File: config.mk
export PLATFORM = sky130hd
export DESIGN_NAME = fetch_sequencer_flat
export DESIGN_NICKNAME = d
export VERILOG_FILES = /design/src/rtl/fetch_sequencer_if.sv /design/src/rtl/fetch_sequencer.sv /design/src/flat_wrapper.sv
export SDC_FILE = /design/constraint.sdc
export NUM_CORES = 1
export LEC_CHECK = 0
export ABC_AREA = 1
export CAP_MARGIN = 20
export CORE_MARGIN = 2
export CORE_UTILIZATION = 38
export CTS_CLUSTER_DIAMETER = 50
export DETAILED_ROUTE_END_ITERATION = 16
export PLACE_DENSITY = 0.71
export SYNTH_ARGS = -nofsm -noshare
export SYNTH_HDL_FRONTEND = slang
export SYNTH_SLANG_ARGS = --single-unit
File: constraint.sdc
create_clock -name clk -period 4.3 [get_ports clk]
set_input_delay 0.645 -clock clk [delete_from_list [all_inputs] [get_ports clk]]
set_output_delay 0.645 -clock clk [all_outputs]
set_load 0.005 [all_outputs]
File: src/rtl/fetch_sequencer_if.sv
// Instruction-memory request/response bundle between fetch_sequencer (master) and imem (slave).
// Handshake: a request transfers on a rising edge where req & gnt; addr is held while req & !gnt;
// exactly one rvalid pulse (with rdata) follows each transfer, at least one cycle later.
interface fetch_sequencer_if #(
   parameter int ADDR_W = 32
);
   logic              req;
   logic [ADDR_W-1:0] addr;
   logic              gnt;
   logic              rvalid;
   logic [31:0]       rdata;

   modport master (output req, output addr, input gnt, input rvalid, input rdata);
   modport slave  (input req, input addr, output gnt, output rvalid, output rdata);
endinterface

File: src/rtl/fetch_sequencer.sv
// Fetch sequencer: owns the PC, issues one imem request at a time, registers words for decode.
// Optional macro FETCH_MISALIGN_CHK_EN: misaligned redirect raises sticky misalign and halts fetch.
module fetch_sequencer #(
   parameter int                ADDR_W   = 32,
   parameter logic [ADDR_W-1:0] RESET_PC = '0
) (
   input  logic              clk,
   input  logic              rst_n,
   fetch_sequencer_if.master imem,
   input  logic              redirect,
   input  logic [ADDR_W-1:0] redirect_pc,
   input  logic              stall,
   output logic              if_valid,
   output logic [ADDR_W-1:0] if_pc,
   output logic [ADDR_W-1:0] if_npc,
   output logic [31:0]       if_instr,
`ifdef FETCH_MISALIGN_CHK_EN
   output logic              misalign,
`endif
   output logic [2:0]        dbg_state_o
);
   typedef enum logic [2:0] {
      S_IDLE  = 3'd0,
      S_REQ   = 3'd1,
      S_WAIT  = 3'd2,
      S_HOLD  = 3'd3,
      S_DRAIN = 3'd4
`ifdef FETCH_MISALIGN_CHK_EN
      , S_HALT = 3'd5
`endif
   } state_e;

   state_e            state_q, state_d;
   logic [ADDR_W-1:0] pc_q, pc_d;
   logic              if_valid_q, if_valid_d;
   logic [ADDR_W-1:0] if_pc_q, if_pc_d;
   logic [ADDR_W-1:0] if_npc_q, if_npc_d;
   logic [31:0]       if_instr_q, if_instr_d;
   logic              redirect_ok;
   logic [ADDR_W-1:0] redirect_tgt;
`ifdef FETCH_MISALIGN_CHK_EN
   logic              misalign_q, misalign_d;
   logic              redirect_bad;
`endif

   // Reset is active-high even though the port is called rst_n.
   always_ff @(posedge clk or posedge rst_n) begin
      if (rst_n) begin
         state_q    <= S_IDLE;
         pc_q       <= RESET_PC;
         if_valid_q <= 1'b0;
         if_pc_q    <= '0;
         if_npc_q   <= '0;
         if_instr_q <= '0;
`ifdef FETCH_MISALIGN_CHK_EN
         misalign_q <= 1'b0;
`endif
      end else begin
         state_q    <= state_d;
         pc_q       <= pc_d;
         if_valid_q <= if_valid_d;
         if_pc_q    <= if_pc_d;
         if_npc_q   <= if_npc_d;
         if_instr_q <= if_instr_d;
`ifdef FETCH_MISALIGN_CHK_EN
         misalign_q <= misalign_d;
`endif
      end
   end

   assign redirect_tgt = redirect_pc & ~ADDR_W'(3);

   always_comb begin
      state_d     = state_q;
      pc_d        = pc_q;
      if_valid_d  = if_valid_q;
      if_pc_d     = if_pc_q;
      if_npc_d    = if_npc_q;
      if_instr_d  = if_instr_q;
`ifdef FETCH_MISALIGN_CHK_EN
      misalign_d   = misalign_q;
      redirect_ok  = redirect && (state_q != S_HALT) && (redirect_pc[1:0] == 2'b00);
      redirect_bad = redirect && (state_q != S_HALT) && (redirect_pc[1:0] != 2'b00);
`else
      redirect_ok  = redirect;
`endif

      if (if_valid_q && !stall) if_valid_d = 1'b0;

      case (state_q)
         S_IDLE:  state_d = S_REQ;
         S_REQ:   if (imem.gnt) state_d = S_WAIT;
         S_WAIT: begin
            if (imem.rvalid) begin
               if_pc_d    = pc_q;
               if_npc_d   = pc_q + ADDR_W'(4);
               if_instr_d = imem.rdata;
               if_valid_d = 1'b1;
               pc_d       = pc_q + ADDR_W'(4);
               state_d    = (!if_valid_q || !stall) ? S_REQ : S_HOLD;
            end
         end
         S_HOLD:  if (!stall) state_d = S_REQ;
         S_DRAIN: if (imem.rvalid) state_d = S_REQ;
`ifdef FETCH_MISALIGN_CHK_EN
         S_HALT:  if_valid_d = 1'b0;
`endif
         default: state_d = S_IDLE;
      endcase

      // Redirect overrides everything above, including a word landing this same edge.
      if (redirect_ok) begin
         pc_d       = redirect_tgt;
         if_valid_d = 1'b0;
         if_pc_d    = if_pc_q;
         if_npc_d   = if_npc_q;
         if_instr_d = if_instr_q;
         if (state_q == S_WAIT || state_q == S_DRAIN)
            state_d = imem.rvalid ? S_REQ : S_DRAIN;
         else if (state_q == S_REQ && imem.gnt)
            state_d = S_DRAIN;
         else
            state_d = S_REQ;
      end
`ifdef FETCH_MISALIGN_CHK_EN
      if (redirect_bad) begin
         misalign_d = 1'b1;
         if_valid_d = 1'b0;
         if_pc_d    = if_pc_q;
         if_npc_d   = if_npc_q;
         if_instr_d = if_instr_q;
         pc_d       = pc_q;
         state_d    = S_HALT;
      end
`endif
   end

   assign imem.req    = (state_q == S_REQ);
   assign imem.addr   = pc_q;
   assign if_valid    = if_valid_q;
   assign if_pc       = if_pc_q;
   assign if_npc      = if_npc_q;
   assign if_instr    = if_instr_q;
   assign dbg_state_o = state_q;
`ifdef FETCH_MISALIGN_CHK_EN
   assign misalign    = misalign_q;
`endif
endmodule

File: src/flat_wrapper.sv
// flat-port wrapper written by rule: the top's interface ports become plain ports
module fetch_sequencer_flat 
#(
   parameter int                ADDR_W   = 32,
   parameter logic [ADDR_W-1:0] RESET_PC = '0
)
  (clk, rst_n, redirect, redirect_pc, stall, if_valid, if_pc, if_npc, if_instr, dbg_state_o, imem_req, imem_addr, imem_gnt, imem_rvalid, imem_rdata);
  fetch_sequencer_if #(.ADDR_W(ADDR_W)) imem_i ();
  input  logic clk;
  input  logic rst_n;
  input  logic redirect;
  input  logic [ADDR_W-1:0] redirect_pc;
  input  logic stall;
  output logic if_valid;
  output logic [ADDR_W-1:0] if_pc;
  output logic [ADDR_W-1:0] if_npc;
  output logic [31:0] if_instr;
  output logic [2:0] dbg_state_o;
  output wire logic [$bits(imem_i.req)-1:0] imem_req;
  output wire logic [$bits(imem_i.addr)-1:0] imem_addr;
  input wire logic [$bits(imem_i.gnt)-1:0] imem_gnt;
  input wire logic [$bits(imem_i.rvalid)-1:0] imem_rvalid;
  input wire logic [$bits(imem_i.rdata)-1:0] imem_rdata;
  assign imem_req = imem_i.req;
  assign imem_addr = imem_i.addr;
  assign imem_i.gnt = imem_gnt;
  assign imem_i.rvalid = imem_rvalid;
  assign imem_i.rdata = imem_rdata;
  fetch_sequencer #(.ADDR_W(ADDR_W), .RESET_PC(RESET_PC)) u_core (.clk(clk), .rst_n(rst_n), .imem(imem_i), .redirect(redirect), .redirect_pc(redirect_pc), .stall(stall), .if_valid(if_valid), .if_pc(if_pc), .if_npc(if_npc), .if_instr(if_instr), .dbg_state_o(dbg_state_o));
endmodule
---- After elaboration in Yosys (flattened, before gate mapping) ----
Index checks and enable logic that the tools add are counted.
storage, ports and cells
  register bits ........................... 132
  input port bits ......................... 70
  logic and storage cells ................. 45
cells by class
  add/subtract/negate cells ............... 1
  eq/ne operators ......................... 8
  mux-type cells .......................... 17
  bitwise logic cells ..................... 1
  reduce and logical (&&, ||, !) cells .... 12
operator list
  operator                 count
  $mux W32                 3
  $add A32 B3 Y32 const B  1
  $mux W3                  8
  $pmux W3 S5              1
  $ne A3 B3 Y1 const B     3
  $eq A3 B2 Y1 const B     2
  $mux W1                  4
  $reduce_and A4 Y1        1
  $reduce_bool A2 Y1       2
  $eq A3 B1 Y1 const B     1
  $eq A3 B3 Y1 const B     1
  $logic_not A3 Y1         1
  $ne A3 B2 Y1 const B     1
  $reduce_and A3 Y1        1
  $logic_and A1 B1 Y1      2
  $logic_not A1 Y1         2
  $logic_or A1 B1 Y1       2
  $mux W2                  1
  $reduce_and A2 Y1        1
  $not A1 Y1               1

---- Longest topological paths before layout ----
Gate-level depths: netlist of run 1.
  depth in word-level cells ............... 6
  mapped depth ............................ 10
  mapped depth without buffers ............ 9

---- Least setup slack after synthesis of run 1 ----
OpenSTA, ideal clock, no wires.
  path type ............................... input -> register
  start point ............................. input redirect
  end point ............................... register u_core.pc_q[12], in the netlist u_core.imem.addr[12]
  library setup time ...................... 0.126 ns
  data arrival time ....................... 1.483 ns
  slack ................................... 2.691 ns
  stages .................................. 7
  path through ............................ clkbuf_1 -> inv_1 -> nand2_2 -> inv_1 -> buf_2 -> nand2_1 -> nand3_1
on the way
  longest elaborated chain between the ends .. 2
RTL lines
  element                              RTL line               source
  start, declared                      flat_wrapper.sv:11     input logic redirect;
  $reduce_bool A2 Y1 (no source line)  --
  $reduce_and A2 Y1 (no source line)   --
  end signal, assigned                 fetch_sequencer.sv:60  pc_q <= pc_d;
  end, declared                        fetch_sequencer.sv:34  logic [ADDR_W-1:0] pc_q, pc_d;
Several ways; a longest one is shown, not always the timed one.
A chain may end at the register's enable or synchronous reset.

---- Worst setup path after layout of run 1 ----
  start point ............................. register u_core.state_q[1], in the netlist u_core.dbg_state_o[1]
  end point ............................... output imem_req
on the way
  longest elaborated chain between the ends .. 1
RTL lines
  element                 RTL line                source
  start, declared         fetch_sequencer.sv:33   state_e state_q, state_d;
  start signal, assigned  fetch_sequencer.sv:59   state_q <= state_d;
  $eq A3 B1 Y1            fetch_sequencer.sv:138  assign imem.req = (state_q == S_REQ);
  end, declared           flat_wrapper.sv:19      output wire logic [$bits(imem_i.req)-1:0] imem_req;
No other way between the ends.

==> flow_summary_export.csv, run 1 <==
group,metric,value,unit
status,status,"complete, no violations",
timing,skew,0.00546,ns
detailed_routing,wire_per_inst,14.8,um
worst_setup_path,start_kind,"flop",
cells_and_area,antenna_cells,0,
worst_hold_path,hold-path-cell-count,2,
detailed_routing,drcViolationCount,0,
global_route,antenna_found_initial,0,
cells_and_area,layout_common_cells,"nand2_1 (347), clkdlybuf4s50_1 (194), dfrtp_1 (126), inv_1 (57), nand3_1 (53)",
cells_and_area,syn_to_final_growth,44.3,%
clocking,post_cts.repair.setup_buffers,0,
timing,worstMarginPinSlew,0.940,ns
clocking,cts_root_buffer,"clkbuf_16",
worst_hold_path,hold_class,"flop to flop",
placed_design,port-buffer-count,194,
flow_run,drv_cap,0,
power_and_ir_drop,total_power,4.96,mW
clocking,cts_tree,"done",
clocking,cts_made_buffers,17,
power_and_ir_drop,leakagePower,4.03,nW
die,rows,44,
global_route,grt_usage,21.0,%
synthesis,synth.top_cell.area_share,54.8,%
global_route,grt_start_max_net_pins,77,
die,initial_utilization,39.3,%
synthesis,synth.ff_latch_count,126,
die,ios,203,
timing,fin_tns_setup,0,ns
detailed_routing,vias_per_cell,4.75,
detailed_routing,postRouteAntennaNets,0,
placed_design,dp_hpwl,11700,um
power_and_ir_drop,ir_drop,0.318,mV
timing,grt_setup_unrepaired,"false",
synthesis,syn_area,5750,um^2
worst_setup_path,criticalPathCategory,"flop to output port",
timing,period_share,56.5,%
worst_setup_path,path_max_fanout,7,
clocking,clock_path_buffers,2,
clocking,cts.sinks,126,
worst_setup_path,worstPathRequired,3.65,ns
timing,hold_viol,0,
global_route,first_global_vias,5088,
synthesis,ys_seq_area_share,54.8,%
cells_and_area,layout_commonest_cell,"nand2_1",
detailed_routing,num_vias,5309,
timing,setup_viol,0,
worst_setup_path,rr_worst_depth,9,
die,die_y,127,um
cells_and_area,fillCellCount,1343,
timing,fmax,0.411,GHz
cells_and_area,fin_nets,995,
placed_design,place_ws,1.49,ns
global_route,grt_first_pass_wirelength,26400,um
worst_setup_path,critPathCaptureType,"output port",
die,die_w,127,um
timing,fin_ws,1.87,ns
global_route,grt-ovfl-total,0,
die,core,14600,um^2
detailed_routing,firstDrtPassIters,4,
clocking,clk_pin_slew,0.05,ns
synthesis,synth_top_area_cell,"dfrtp_1",
power_and_ir_drop,power_density,597,nW/um^2
placed_design,gp_congestion,0.782,
worst_setup_path,worstPathArrival,1.79,ns
synthesis,yosysWarningCount,0,
timing,period_needed,2.43,ns
timing,slew_violations,0,
die,die-area,16100,um^2
synthesis,syn_avg_cell_area,7.85,um^2
detailed_routing,routed_wl,16600,um
synthesis,synthesis.instances,733,
clocking,ctsResizeCount,0,
clocking,htreeDepth,4,
detailed_routing,drt-initial-drc-count,298,
clocking,postCtsHoldBufs,0,
synthesis,synthTopCellsByArea,"dfrtp_1 (55%), nand2_1 (23%), nand3_1 (4.6%)",
clocking,clkLatencyLatePin,0.42,ns
cells_and_area,drive_above_1_share,4.93,%
timing,max_slew_margin,37.4,%
synthesis,yosysUniqueCellTypes,27,
==> layout make-up <==
cell class / count / area [um^2] / area share, %
Clock buffer: 21 / 460 / 5.55
Clock inverter: 7 / 43.8 / 0.528
Inverter: 60 / 229 / 2.76
Multi-Input combinational cell: 521 / 2190 / 26.3
Sequential cell: 126 / 3150 / 38.0
Tap cell: 184 / 230 / 2.77
Timing Repair Buffer: 198 / 2000 / 24.1
==> worst max-delay path, stage by stage, from the launching register on <==
cell and delay, ns:
dfrtp_1 0.46, nor3_1 0.35, clkdlybuf4s50_1 0.57
==> cell families (layout without fill, tap and decap cells) <==
family                   after synthesis  in the layout  share of synthesized area (%)
flip-flops                           126            126                           54.8
other                                  1              6                         0.0652
AND/OR/NAND/NOR                      453            453                           31.7
adder cells (fa/ha/maj)                1              1                          0.217
buffers and inverters                 91            286                           7.48
XOR/XNOR                               1              1                          0.152
AO/OA/AOI/OAI                         60             60                           5.53
==> metal layers <==
layer  up-vias  GRT usage, %  part of all wire [%]
met5         -             0                     0
met4         0          7.43                   1.6
li1       2643             -                     -
met2       197          33.7                    46
met1      2452          27.0                    44
met3        17          6.53                   8.4
==> where the power goes <==
part | switching, mW | leakage (nW) | internal, mW
clock | 0.493 | 0.246 | 0.748
sequential | 0.308 | 1.61 | 1.65
combinational | 0.683 | 2.17 | 1.07
total | 1.48 | 4.03 | 3.47
==> flip-flops by register name (all words and copies together), names as in the netlist <==
name and cells:
u_core.if_instr 32, u_core.if_npc 30, u_core.if_pc 30, u_core.imem.addr 30, u_core.dbg_state_o 3, u_core.if_valid 1
==> Yosys cell counts <==
cell / instances
nand3b_1: 1
o211ai_1: 6
nand3_1: 53
inv_2: 2
inv_1: 58
buf_6: 5
clkbuf_1: 5
or2_2: 1
nor2_1: 35
conb_1: 1
nand4_1: 1
nand2_1: 347
a21oi_1: 2
dfrtp_1: 126
nor2_2: 6
o21a_1: 1
buf_4: 10
nand3_2: 1
nor3_1: 1
o21ai_1: 8
o21ai_0: 43
ha_1: 1
and2_1: 2
xnor2_1: 1
nor2_4: 2
buf_2: 11
nand2_2: 3
==> through the flow <==
stage                     utilization, %  instance area [um^2]  std cells  hold slack, ns
after floorplan                        -                  5770        738           0.465
after global placement              53.2                  7800       1089           0.452
after detailed placement            53.2                  7800       1089           0.457
after CTS                           56.7                  8300       1117           0.471
after global routing                56.7                  8300       1117           0.480
final                               56.7                  8300       1117           0.466
==> worst paths after layout <==
check	start	to	slack, ns
min	u_core.if_instr[23]	u_core.if_instr[23]	0.47
min in group asynchronous	rst_n	u_core.if_instr[18]	0.81
max in group asynchronous	rst_n	u_core.if_npc[6]	2.67
max	u_core.dbg_state_o[1]	imem_req	1.87
min reg2reg	u_core.if_instr[23]	u_core.if_instr[23]	0.47
max reg2reg	u_core.dbg_state_o[2]	u_core.if_pc[23]	2.14
No activity file was read; power rests on OpenSTA's default activity.
==> inputs of run 2 (changes only) <==
--- a/config.mk
+++ b/config.mk
@@ -11,7 +11,7 @@
 export CORE_UTILIZATION = 38
 export CTS_CLUSTER_DIAMETER = 50
 export DETAILED_ROUTE_END_ITERATION = 16
-export PLACE_DENSITY = 0.71
+export PLACE_DENSITY = 0.74
 export SYNTH_ARGS = -nofsm -noshare
 export SYNTH_HDL_FRONTEND = slang
 export SYNTH_SLANG_ARGS = --single-unit
==> constraint.sdc (replaced) <==
create_clock -name clk -period 2.1 [get_ports clk]
set_input_delay 0.315 -clock clk [delete_from_list [all_inputs] [get_ports clk]]
set_output_delay 0.315 -clock clk [all_outputs]
set_load 0.005 [all_outputs]
==> run 2 against run 1 <==
Against the previous run:
- clock power increased to 2.8 times the previous value
- register-to-register slack got worse by 1.8 ns
- sequential share of layout area decreased by 1.2 points
- final cell count increased by 0.72%
- non-clock buffer count increased by 4
- utilization increased by 1.8 points
- sequential power increased by 110%
- largest power group unchanged
- total power increased by 120%
- largest cell class unchanged
- clock skew about the same
- flip-flop and latch count unchanged
- die area unchanged
==> flow_summary_export.csv, run 2 (synthesis gave the netlist of run 1 again) <==
group,metric,value,unit
timing,skew,0.00580,ns
worst_setup_path,critical-path-max-stage-delay,0.53,ns
worst_setup_path,reg2reg_from,"u_core.imem.addr[3]",
power_and_ir_drop,p_sw_share,28.1,%
clocking,cts_made_buffers,17,
worst_setup_path,worstPathRequired,1.78,ns
detailed_routing,drcViolationCount,0,
worst_setup_path,reg2reg_to,"u_core.if_npc[30]",
cells_and_area,final_cells,1125,
timing,grt_setup_unrepaired,"false",
timing,setup_viol,0,
status,status,"complete, no violations",
global_route,grt_usage,21.1,%
power_and_ir_drop,power_switching,3.13,mW
detailed_routing,postRouteAntennaNets,0,
placed_design,post_dp_cell_area,7850,um^2
clocking,cts_root_buffer,"clkbuf_16",
cells_and_area,drive_above_1_share,5.95,%
worst_setup_path,reg2reg_slack,0.34,ns
timing,fmax,0.506,GHz
cells_and_area,fillCellCount,1311,
global_route,grt-ovfl-total,0,
cells_and_area,layout_commonest_cell,"nand2_1",
placed_design,port-buffer-count,194,
clocking,cts_tree,"done",
timing,hold_viol,0,
cells_and_area,regArea,3150,um^2
power_and_ir_drop,pwr-share-comb,32.7,%
worst_setup_path,worstSetupEndpoint,"imem_req",
placed_design,place_ws,0.318,ns
power_and_ir_drop,total_power,11.1,mW
timing,worst_hold_slack,0.339,ns
die,rows,44,
placed_design,dp_hpwl,11700,um
cells_and_area,antenna_cells,0,
die,initial_utilization,39.3,%
timing,slew_violations,0,
detailed_routing,num_vias,5446,
worst_setup_path,crit_slowest_cell,"clkdlybuf4s50_1",
die,die-area,16100,um^2
flow_run,drv_cap,0,
worst_setup_path,path_max_fanout,7,
cells_and_area,largest_reg_flops,32,
cells_and_area,layout_common_cells,"nand2_1 (347), clkdlybuf4s50_1 (194), dfrtp_1 (126), inv_1 (57), nand3_1 (53)",
detailed_routing,routed_wl,16600,um
power_and_ir_drop,clockPowerShare,31.0,%
worst_setup_path,rr_worst_depth,8,
placed_design,gp_congestion,0.801,
die,core,14600,um^2
power_and_ir_drop,power.share.sequential,36.3,%
die,die_w,127,um
clocking,ctsResizeCount,0,
worst_setup_path,path_cells,"nor3_4 > clkdlybuf4s50_1",
detailed_routing,wire_per_inst,14.8,um
worst_setup_path,crit_start,"u_core.dbg_state_o[1]",
cells_and_area,multi_input_area,2200,um^2
cells_and_area,fin_nets,999,
global_route,grt_start_max_net_pins,91,
power_and_ir_drop,leakagePower,4.15,nW
worst_setup_path,critPathCaptureType,"output port",
worst_setup_path,start_kind,"flop",
cells_and_area,final_area,8560,um^2
detailed_routing,vias_per_cell,4.84,
cells_and_area,fin_util,58.5,%
clocking,post_cts.repair.setup_buffers,0,
clocking,clk_pin_slew,0.06,ns
power_and_ir_drop,ir_drop,0.625,mV
global_route,grt_first_pass_wirelength,26600,um
clocking,postCtsHoldBufs,0,
clocking,clkLatencyLatePin,0.42,ns
die,ios,203,
cells_and_area,syn_to_final_growth,48.9,%
detailed_routing,drt-initial-drc-count,452,
timing,period_needed,1.98,ns
global_route,first_global_vias,5246,
placed_design,placed_cells,1093,
global_route,antenna_found_initial,0,
power_and_ir_drop,internal_power,8.00,mW
worst_setup_path,worstPathArrival,1.66,ns
clocking,htreeDepth,4,
die,die_y,127,um
worst_setup_path,criticalPathCategory,"flop to output port",
worst_hold_path,hold_class,"input pin to async pin",
timing,period_share,94.2,%
power_and_ir_drop,power_density,1300,nW/um^2
timing,fin_ws,0.123,ns
timing,fin_tns_setup,0,ns
clocking,clock_path_buffers,2,
clocking,cts.sinks,126,
detailed_routing,firstDrtPassIters,5,
[run 2: cell types whose count changed in the layout (fill, tap and decap cells not counted), sizes merged]
cell      delta
clkinv       -2
bufinv       +6
clkinvlp     -1
buf          +4
clkbuf       +2
inv          -1
[run 2: worst min-delay path by stage]
stage	startpoint	depth (start not counted)	to	slack, ns
floorplan	imem_rdata[0]	2	u_core.if_instr[0]	0.43
global placement	u_core.if_instr[5]	2	u_core.if_instr[5]	0.45
detailed placement	u_core.if_instr[30]	2	u_core.if_instr[30]	0.46
CTS	rst_n	3	u_core.if_pc[3]	0.35
global route	rst_n	3	u_core.if_npc[3]	0.37
finish	rst_n	3	u_core.if_pc[8]	0.34
[run 2: cell type report]
cell class	count	share of cell area [%]
Tap cell	184	2.69
Clock inverter	9	2.37
Timing Repair Buffer	202	24.0
Sequential cell	126	36.8
Multi-Input combinational cell	521	25.7
Clock buffer	23	5.81
Inverter	60	2.69
[run 2: layer usage]
| layer | vias to the layer above | track usage (%) | wire [um] |
|---|---|---|---|
| li1 | 2656 | - | - |
| met1 | 2512 | 27.3 | 7140 |
| met2 | 251 | 32.7 | 7460 |
| met3 | 27 | 6.83 | 1610 |
| met4 | 0 | 8.86 | 386 |
| met5 | - | 0 | 0 |
[run 2: power groups by stage]
stage | logic [mW] | clock network, mW | registers (mW)
after floorplan | 1.17 | 0 | 4.05
after global placement | 3.59 | 0 | 4.04
after detailed placement | 3.65 | 0 | 4.05
after CTS | 3.67 | 3.51 | 4.03
after global routing | 4.04 | 3.62 | 4.17
final | 3.64 | 3.45 | 4.03
[run 2: worst max-delay path: cells and delay by family, from the launching register on]
family	cells	cell delay (ns)
buffers and inverters	1	0.53
flip-flops	1	0.48
AND/OR/NAND/NOR	1	0.24
==> inputs of run 3 (changes only) <==
--- a/config.mk
+++ b/config.mk
@@ -7,6 +7,7 @@
 export LEC_CHECK = 0
 export ABC_AREA = 1
 export CAP_MARGIN = 20
+export CORE_ASPECT_RATIO = 0.5
 export CORE_MARGIN = 2
 export CORE_UTILIZATION = 38
 export CTS_CLUSTER_DIAMETER = 50
==> run 3 against run 2 <==
Against the previous run:
- clock power shrank 21%
- clock skew grew 0.0026 ns
- wire length is 0.19% lower
- critical path type unchanged
- critical path depth unchanged
- die area increased by 0.37%
- count of clock-buffer cells in the layout shrank 1
- total power down 6.7%
- sequential share of layout area rose by 0.62 points
- via count down 0.18%
- worst setup slack got worse by 0.0088 ns
- final area shrank 1.7%
- final cell count rose by 1.1%
==> flow_summary_export.csv, run 3 (synthesis gave the netlist of run 1 again) <==
group,metric,value,unit
detailed_routing,drcViolationCount,0,
worst_setup_path,path_max_fanout,7,
timing,period_needed,1.99,ns
global_route,grt_first_pass_wirelength,27000,um
cells_and_area,final_cells,1137,
worst_setup_path,start_kind,"flop",
cells_and_area,drive_above_1_share,5.64,%
timing,slew_violations,0,
cells_and_area,fillCellCount,1326,
detailed_routing,firstDrtPassIters,4,
cells_and_area,layout_commonest_cell,"nand2_1",
worst_setup_path,critPathCaptureType,"output port",
clocking,post_cts.repair.setup_buffers,0,
detailed_routing,vias_per_cell,4.78,
detailed_routing,drt-initial-drc-count,347,
timing,period_share,94.6,%
global_route,grt_start_max_net_pins,94,
clocking,cts.sinks,126,
global_route,grt_usage,21.2,%
flow_run,drv_cap,0,
cells_and_area,largest_reg_flops,32,
global_route,first_global_vias,5447,
placed_design,gp_congestion,0.835,
power_and_ir_drop,power_density,1230,nW/um^2
power_and_ir_drop,leakagePower,4.07,nW
timing,skew,0.00844,ns
cells_and_area,antenna_cells,0,
timing,hold_viol,0,
placed_design,dp_hpwl,11900,um
power_and_ir_drop,total_power,10.4,mW
clocking,cts_tree,"done",
power_and_ir_drop,ir_drop,0.605,mV
detailed_routing,postRouteAntennaNets,0,
cells_and_area,syn_to_final_growth,46.4,%
worst_setup_path,criticalPathCategory,"flop to output port",
clocking,cts_made_buffers,17,
die,die_w,178,um
timing,worst_hold_slack,0.415,ns
clocking,clock_path_buffers,2,
worst_setup_path,worstPathRequired,1.78,ns
detailed_routing,wire_per_inst,14.6,um
timing,grt_setup_unrepaired,"false",
placed_design,place_ws,0.307,ns
die,initial_utilization,39.3,%
timing,fin_tns_setup,0,ns
clocking,clk_pin_slew,0.06,ns
die,rows,31,
die,core,14600,um^2
placed_design,port-buffer-count,194,
timing,fmax,0.503,GHz
clocking,cts_root_buffer,"clkbuf_16",
clocking,clkLatencyLatePin,0.40,ns
timing,setup_viol,0,
worst_hold_path,hold_class,"input pin to async pin",
worst_setup_path,worstPathArrival,1.67,ns
global_route,antenna_found_initial,0,
detailed_routing,routed_wl,16600,um
die,die_y,91.0,um
die,ios,203,
detailed_routing,num_vias,5436,
die,die-area,16200,um^2
cells_and_area,fin_nets,1000,
timing,fin_ws,0.114,ns
placed_design,placed_cells,1108,
global_route,grt-ovfl-total,0,
clocking,htreeDepth,4,
cells_and_area,layout_common_cells,"nand2_1 (347), clkdlybuf4s50_1 (194), dfrtp_1 (126), inv_1 (57), nand3_1 (53)",
status,status,"complete, no violations",
## run 3: cell count changes in the layout (fill, tap and decap cells not counted), sizes merged
cell	before	now
buf	8	9
bufinv	6	1
clkbuf	23	22
clkinv	4	5
clkinvlp	1	3
## run 3: final timing paths
path                                        from                   end  slack (ns)  cells past startpoint
max in group asynchronous                  rst_n     u_core.if_npc[24]        1.30                      3
min in group clk                   imem_rdata[9]    u_core.if_instr[9]        0.45                      3
min reg2reg                   u_core.if_instr[9]    u_core.if_instr[9]        0.47                      2
max reg2reg                  u_core.imem.addr[3]  u_core.imem.addr[24]        0.32                      8
max                        u_core.dbg_state_o[1]              imem_req        0.11                      2
min                                        rst_n       u_core.if_pc[8]        0.41                      3
## run 3: metrics by stage
stage,util (%),instance area [um^2]
4_1_cts,57.6,8420
3_3_place_gp,53.9,7880
3_5_place_dp,53.9,7880
2_1_floorplan,-,5770
6_report,57.6,8420
5_1_grt,57.6,8420
## run 3: area by class of cell
cell class,instances,area (um^2),share of cell area (%)
well taps,198,248,2.94
clock buffers,22,474,5.63
clock inverters,7,65.1,0.773
inverters,60,230,2.73
flip-flops and latches,126,3150,37.4
repair buffers,203,2060,24.5
multi-input cells,521,2190,26.0
## run 3: power breakdown
part           total, mW  internal [mW]  switching (mW)
registers           4.03           3.38           0.646
clock network       2.71           1.69            1.02
logic               3.63           2.22            1.41
## run 3: worst max-delay path: stages (launching register included)
cell             delay [ns]
dfrtp_1                0.46
nor3_2                 0.27
clkdlybuf4s50_1        0.54
## run 3: repair_timing
| action | in CTS | in global routing |
|---|---|---|
| setup endpoints to repair | 0 | 1 |
| gates resized for setup | 0 | 1 |
| hold buffers | 0 | 0 |
## run 3: metal layers
layer	GRT usage (%)	vias up	part of all wire [%]	wire [um]
li1	-	2650	-	-
met1	26.1	2605	43	7070
met3	5.19	18	6.9	1140
met5	0	-	0	0
met2	36.4	163	49	8160
met4	6.97	0	1.1	190
